<file path="src/rtl/fetch_ctrl_pkg.sv">
// rtl/fetch_ctrl_pkg.sv - shared state encoding and IR control codes for the fetch controller
// FAULT state exists only when FETCH_TIMEOUT_EN is defined.
package fetch_ctrl_pkg;

  typedef enum logic [1:0] {
    ST_IDLE  = 2'd0,
    ST_REQ   = 2'd1,
`ifdef FETCH_TIMEOUT_EN
    ST_EXEC  = 2'd2,
    ST_FAULT = 2'd3
`else
    ST_EXEC  = 2'd2
`endif
  } fetch_state_t;

  localparam logic [1:0] IR_CTRL_HOLD  = 2'b00;
  localparam logic [1:0] IR_CTRL_LOAD  = 2'b01;
  localparam logic [1:0] IR_CTRL_CLEAR = 2'b10;

endpackage

</file>
<file path="src/rtl/fetch_timeout_counter.sv">
// rtl/fetch_timeout_counter.sv - counts consecutive unanswered fetch request cycles
// Used by fetch_controller only when FETCH_TIMEOUT_EN is defined.
module fetch_timeout_counter #(
  parameter int unsigned TIMEOUT_CYCLES = 16
) (
  input  logic clk,
  input  logic reset,
  input  logic clear,
  input  logic tick,
  output logic expired
);

  localparam int unsigned CW = $clog2(TIMEOUT_CYCLES + 1);
  localparam logic [CW-1:0] LAST = CW'(TIMEOUT_CYCLES - 1);

  logic [CW-1:0] count;

  // expired fires on the cycle that would complete the TIMEOUT_CYCLES-th miss
  assign expired = tick && (count == LAST);

  always_ff @(posedge clk or posedge reset) begin
    if (reset) begin
      count <= '0;
    end else if (clear) begin
      count <= '0;
    end else if (tick && !expired) begin
      count <= count + CW'(1);
    end
  end

endmodule

</file>
<file path="src/rtl/fetch_controller.sv">
// rtl/fetch_controller.sv - instruction fetch/execute sequencing FSM with fetch counter
// Optional fetch timeout fault enabled by defining FETCH_TIMEOUT_EN.
import fetch_ctrl_pkg::*;

module fetch_controller #(
  parameter int unsigned TIMEOUT_CYCLES = 16
) (
  input  logic        clk,
  input  logic        reset,
  input  logic        start,
  input  logic [31:0] pc_in,
  output logic        mem_req,
  output logic [31:0] mem_addr,
  input  logic        mem_ready,
  output logic [1:0]  ir_control,
  output logic        instr_valid,
  input  logic        exec_done,
  input  logic        flush,
  output logic        pc_en,
  output logic        busy,
  output logic [31:0] fetch_count,
  output logic        fault
);

  if (TIMEOUT_CYCLES < 1) begin : g_bad_timeout
    $error("TIMEOUT_CYCLES must be at least 1");
  end

  fetch_state_t state, state_n;
  logic         count_en;
  logic         to_expired;

`ifdef FETCH_TIMEOUT_EN
  logic to_tick;
  logic to_clear;

  // a flush in REQ re-enters REQ, so it restarts the miss count
  assign to_tick  = (state == ST_REQ) && !flush && !mem_ready;
  assign to_clear = (state != ST_REQ) || flush;

  fetch_timeout_counter #(
    .TIMEOUT_CYCLES(TIMEOUT_CYCLES)
  ) u_timeout (
    .clk     (clk),
    .reset   (reset),
    .clear   (to_clear),
    .tick    (to_tick),
    .expired (to_expired)
  );

  assign fault = (state == ST_FAULT) && !reset;
`else
  assign to_expired = 1'b0;
  assign fault      = 1'b0;
`endif

  assign busy = (state != ST_IDLE) && !reset;

  always_ff @(posedge clk or posedge reset) begin
    if (reset) begin
      state       <= ST_IDLE;
      fetch_count <= '0;
    end else begin
      state <= state_n;
      if (count_en) begin
        fetch_count <= fetch_count + 32'd1;
      end
    end
  end

  always_comb begin
    state_n     = state;
    mem_req     = 1'b0;
    mem_addr    = '0;
    ir_control  = IR_CTRL_HOLD;
    instr_valid = 1'b0;
    pc_en       = 1'b0;
    count_en    = 1'b0;

    case (state)
      ST_IDLE: begin
        if (flush) begin
          ir_control = IR_CTRL_CLEAR;
        end else if (start) begin
          state_n = ST_REQ;
        end
      end

      ST_REQ: begin
        if (flush) begin
          ir_control = IR_CTRL_CLEAR;
        end else begin
          mem_req  = 1'b1;
          mem_addr = pc_in;
          if (mem_ready) begin
            ir_control = IR_CTRL_LOAD;
            count_en   = 1'b1;
            state_n    = ST_EXEC;
          end else if (to_expired) begin
`ifdef FETCH_TIMEOUT_EN
            state_n = ST_FAULT;
`endif
          end
        end
      end

      ST_EXEC: begin
        instr_valid = 1'b1;
        if (flush) begin
          ir_control = IR_CTRL_CLEAR;
          state_n    = ST_REQ;
        end else if (exec_done) begin
          pc_en   = 1'b1;
          state_n = start ? ST_REQ : ST_IDLE;
        end
      end

`ifdef FETCH_TIMEOUT_EN
      ST_FAULT: begin
        state_n = ST_FAULT;
      end
`endif

      default: begin
        state_n = ST_IDLE;
      end
    endcase

    // reset overrides everything combinationally so an in-flight request drops at once
    if (reset) begin
      mem_req     = 1'b0;
      mem_addr    = '0;
      ir_control  = IR_CTRL_CLEAR;
      instr_valid = 1'b0;
      pc_en       = 1'b0;
      count_en    = 1'b0;
    end
  end

endmodule
</file>
<file path="config.mk">
export PLATFORM = sky130hd
export DESIGN_NAME = fetch_controller
export DESIGN_NICKNAME = d
export VERILOG_FILES = /design/src/rtl/fetch_ctrl_pkg.sv /design/src/rtl/fetch_timeout_counter.sv /design/src/rtl/fetch_controller.sv
export SDC_FILE = /design/constraint.sdc
export NUM_CORES = 1
export LEC_CHECK = 0
export BUFFER_PORTS_ARGS = -buffer_cell sky130_fd_sc_hd__clkbuf_2
export CORE_UTILIZATION = 30
export CTS_CLUSTER_DIAMETER = 60
export DETAILED_ROUTE_END_ITERATION = 10
export PLACE_DENSITY_LB_ADDON = 0.15
export SLEW_MARGIN = 40
export SYNTH_ARGS = -nofsm -noshare
export SYNTH_HDL_FRONTEND = slang
export SYNTH_HIERARCHICAL = 1
export SYNTH_SLANG_ARGS = --single-unit
</file>
<file path="constraint.sdc">
create_clock -name clk -period 2.2 [get_ports clk]
set_input_delay 0.11 -clock clk [delete_from_list [all_inputs] [get_ports clk]]
set_output_delay 0.11 -clock clk [all_outputs]
set_load 0.02 [all_outputs]
</file>
# After elaboration in Yosys (flattened, before gate mapping)
# Cells that the tools add are included.
totals:
  ff_bits: 34
  inputBits: 38
classes:
  add_sub_neg: 1
  eq_ne: 7
  n_mux: 29
  reduce_logical: 6
op_table:
  columns: ["cell", "n"]
  rows:
  - ["two-way mux 32 bit", 3]
  - ["adder 32 x 1 -> 32 bit (second input constant)", 1]
  - ["two-way mux 2 bit", 9]
  - ["two-way mux 1 bit", 15]
  - ["!= test 2 bit (second input constant)", 4]
  - ["one-hot mux 2 bit (3 select lines)", 1]
  - ["AND reduction 5 bit", 1]
  - ["one-hot mux 2 bit (2 select lines)", 1]
  - ["!= test 3 bit (second input constant)", 1]
  - ["equality test 2 x 1 -> 1 bit (second input constant)", 1]
  - ["equality test 2 bit (second input constant)", 1]
  - ["logical NOT 2 bit", 1]
  - ["nonzero test 2 bit", 1]
  - ["OR reduction 2 bit", 1]
  - ["logical AND 1 bit", 1]
  - ["logical NOT 1 bit", 1]

# Depth between registers and ports, before layout
depth:
  depth_word: 4
  ltp_mapped: 6
  ltp_nobuf: 5

# Worst setup path before layout
# OpenSTA, ideal clock, no wires.
synth_timing:
  path_type: "register to output"
  from: "register state[0]"
  to: "output port mem_addr[22]"
  arrival_time_ps: 1726
  required_ps: 2090
  slack_ps: 364
  stages_incl_launch_ff: 6
  path_buffers: 2
  cell_sequence: "dfrtp_1 buf_4 or3b_1 nor2_1 clkbuf_1 and2_1"
synth_via:
  elab_chain_cells: 3
synth_rtl:
  columns: ["element", "line_no", "text"]
  rows:
  - ["from (decl)", "fetch_controller.sv:29", "fetch_state_t state, state_n;"]
  - ["from (signal assigned)", "fetch_controller.sv:64", "state <= state_n;"]
  - ["equality test 2 x 1 -> 1 bit", "fetch_controller.sv:80", "case (state)"]
  - ["two-way mux 32 bit", "fetch_controller.sv:80", null]
  - ["two-way mux 32 bit", "fetch_controller.sv:130", "if (reset) begin"]
  - ["to (decl)", "fetch_controller.sv:13", "output logic [31:0] mem_addr,"]
# Every way passes these cells.

# Final worst setup path
layout_timing:
  from: "register state[0]"
  to: "output port mem_addr[3]"
# The elaborated chain is that of the path after synthesis.

==> metrics <==
outcome=finished clean; P_int=1.123 mW; clk_lat worst skew=0.29 ns; Pwr Density=621.5 nW/um^2; Distinct cells, synth=41; CTS Buffer Depth=2; Sw Ratio=0.3469; chip width=85.26 um; unrepaired setup endpoints after global routing=false; clock power share=0.288; capture point of the worst reg-to-reg path=fetch_count[27]$_DFFE_PP0P_; leak pwr=1.513 nW; ranking of synthesized cells by area=dfrtp_1, and2_1, xnor2_1; Post-Syn Instances=206; Switch Pwr=596.4 uW; Initial Util=0.3184; Worst IR Drop VDD=0.2592 mV; via count=1802; Fin Setup TNS=0 ns; CTS Sinks=34; sequential cell area=850.8 sq um; Worst-path clk slew=0.07 ns; critical path, cell by cell=or3b_1, nor2_1, buf_4, and2_1, clkbuf_2; initial antenna violation count=0; first-pass GRT wire length=8.031 mm; Yosys top cell area share=0.4091; FF-to-FF path depth=4; Setup Skew=0.007254 ns; Remaining DRCs=0; CTS tree=yes; Post-Place Worst Slack=0.3712 ns; Worst setup SP type=flip-flop; Reg power frac=0.428; Core Area=6531 sq um; Max FO, Critical Path=33; Peak Freq=0.4860 GHz; final setup margin=0.1425 ns; Post-Syn Area=2079 sq um; biggest area consumer among synthesized cells=dfrtp_1; Synth Register Bits=34; I/O Buffers=107; Total Routing Usage GR=0.1423; crit path DAT=1.95 ns; Post-CTS Setup Inserts=0; GR Overflow Total=0; IO Pins=109; Root Buffer=clkbuf_8; share of layout cells above drive strength 1=0.4409; P&R area growth vs syn=33.03%; syn avg cell area=10.09 sq um; final WL=5.090 mm; vias per cell=4.621; floorplan row count=29; Most used DFF post-synth=dfrtp_1; final net count=351; Tcrit/Tclk final=0.9352; Worst R2R Start=fetch_count[11]$_DFFE_PP0P_; CTS Hold Bufs=0; Required @ worst endpoint=2.09 ns; fill count=657; RePlAce Congestion=0.7866; largest net degree at the start of global routing=35; Die Ht=85.26 um; Hold Crit Class=primary input to asynchronous set/reset pin; drt first-iter violations=62; Post-synth EDFFs=0; post-route ant nets=0; die area=7268 sq um; WL per Instance=13.05 um; Num CTS Buffers=5; Final Hold Viols=0; number of global-route vias before repair=1690; yosys warns=6; drt pass-1 iters=4; Slew Viols, Final=0; crit end category=primary output; Antenna diodes=0; Multi-input gate area=1147 sq um; combinational share of power=0.285; DPL Wire Length=3.919 mm; Slowest cell on crit path=dfrtp_1; CTS H-tree depth=2; final setup fails=0; CP max stage delay=0.48 ns; min Tclk post-route=2.057 ns; share of flip-flops with an asynchronous set or reset=1.000; Crit Path Class=flip-flop to primary output; FF-to-FF setup slack=0.36 ns; total of max-cap violations=0; Seq/Total Area, Yosys=0.4091; CTS resizes=0; most common cell in the netlist=dfrtp_1; Syn Nets=245; most frequent cells after synthesis=dfrtp_1, and2_1, xnor2_1, xor2_1, nand2_1
-- state kept, by name, summed over array words and instances, names as in the netlist --
name / flops
fetch_count: 32
state: 2
-- cell families after synthesis --
group,share of synthesized area
DFF,0.4091
AOI/OAI and AO/OA,0.01083
buffers and inverters,0.03911
other,0.001803
adders and majority gates,0.006016
and+or+nand+nor,0.3917
muxes,0.01083
xor gates and xnor gates,0.1306
-- per-stage QoR --
| stage | cells | hold WS [ns] | total power, mW | area [sq um] | utilization |
|---|---|---|---|---|---|
| 2_1_floorplan | 206 | 0.1731 | 1.081 | 2079 | - |
| 3_3_place_gp | 382 | 0.3432 | 1.243 | 2671 | 0.4090 |
| 3_5_place_dp | 382 | 0.3488 | 1.248 | 2671 | 0.4090 |
| 4_1_cts | 390 | 0.03015 | 1.751 | 2766 | 0.4236 |
| 5_1_grt | 390 | 0.06801 | 1.815 | 2766 | 0.4236 |
| 6_report | 390 | 0.005505 | 1.719 | 2766 | 0.4236 |
-- power groups by stage --
stage | clock, mW | sequential (mW) | combinational (mW)
3_3_place_gp | 0 | 0.744 | 0.499
5_1_grt | 0.534 | 0.743 | 0.538
3_5_place_dp | 0 | 0.748 | 0.500
4_1_cts | 0.514 | 0.736 | 0.502
2_1_floorplan | 0 | 0.758 | 0.322
6_report | 0.495 | 0.735 | 0.489
-- worst max-delay path: cells and delay by family (launching register included) --
kind                   cells  cell delay, ns
AND/OR/NAND/NOR            3            0.76
flip-flops                 1            0.48
buffers and inverters      2            0.42
-- layout by cell type, fill, tap and decap left out, types with 2 or more instances in the layout --
cell        n
xor2_1     15
o21ai_0     2
nand2_1    13
nand3_1    10
nor3b_1     2
xnor2_1    16
nor4_2      4
nand4b_1    3
inv_1       5
nand4_4     3
and4_1      2
buf_4       3
nor3_1      5
dfrtp_1    34
nor4_4      3
or2_2       2
nor4_1      2
nor2_1     12
and2_1     33
mux2_2      2
nand4_1     8
clkbuf_2  107
and3_1      3
clkbuf_8    6
-- final cells by class --
type	instances	area share
clock buffer	6	0.02985
clock inverter	2	0.004523
inverter	5	0.006784
multi-input combinational	156	0.4147
sequential	34	0.3076
tap	77	0.03483
timing repair buffer	110	0.2017
-- layer usage --
metal	up-vias	global-route usage	wire length (um)
met1	806	0.1631	2211
met3	4	0.04280	364
met2	83	0.2537	2461
li1	909	-	-
met4	0	0.04545	53
met5	-	0	0
-- worst max path at each step --
stage                                       end  slack, ns                        start
floorplan                          mem_addr[22]       0.36         state[0]$_DFFE_PP0P_
global placement    fetch_count[21]$_DFFE_PP0P_       0.40  fetch_count[10]$_DFFE_PP0P_
detailed placement  fetch_count[27]$_DFFE_PP0P_       0.37  fetch_count[11]$_DFFE_PP0P_
CTS                                 mem_addr[3]       0.12         state[0]$_DFFE_PP0P_
global route                        mem_addr[0]       0.04         state[0]$_DFFE_PP0P_
finish                              mem_addr[3]       0.14         state[0]$_DFFE_PP0P_
No activity file was read; power rests on OpenSTA's default activity.
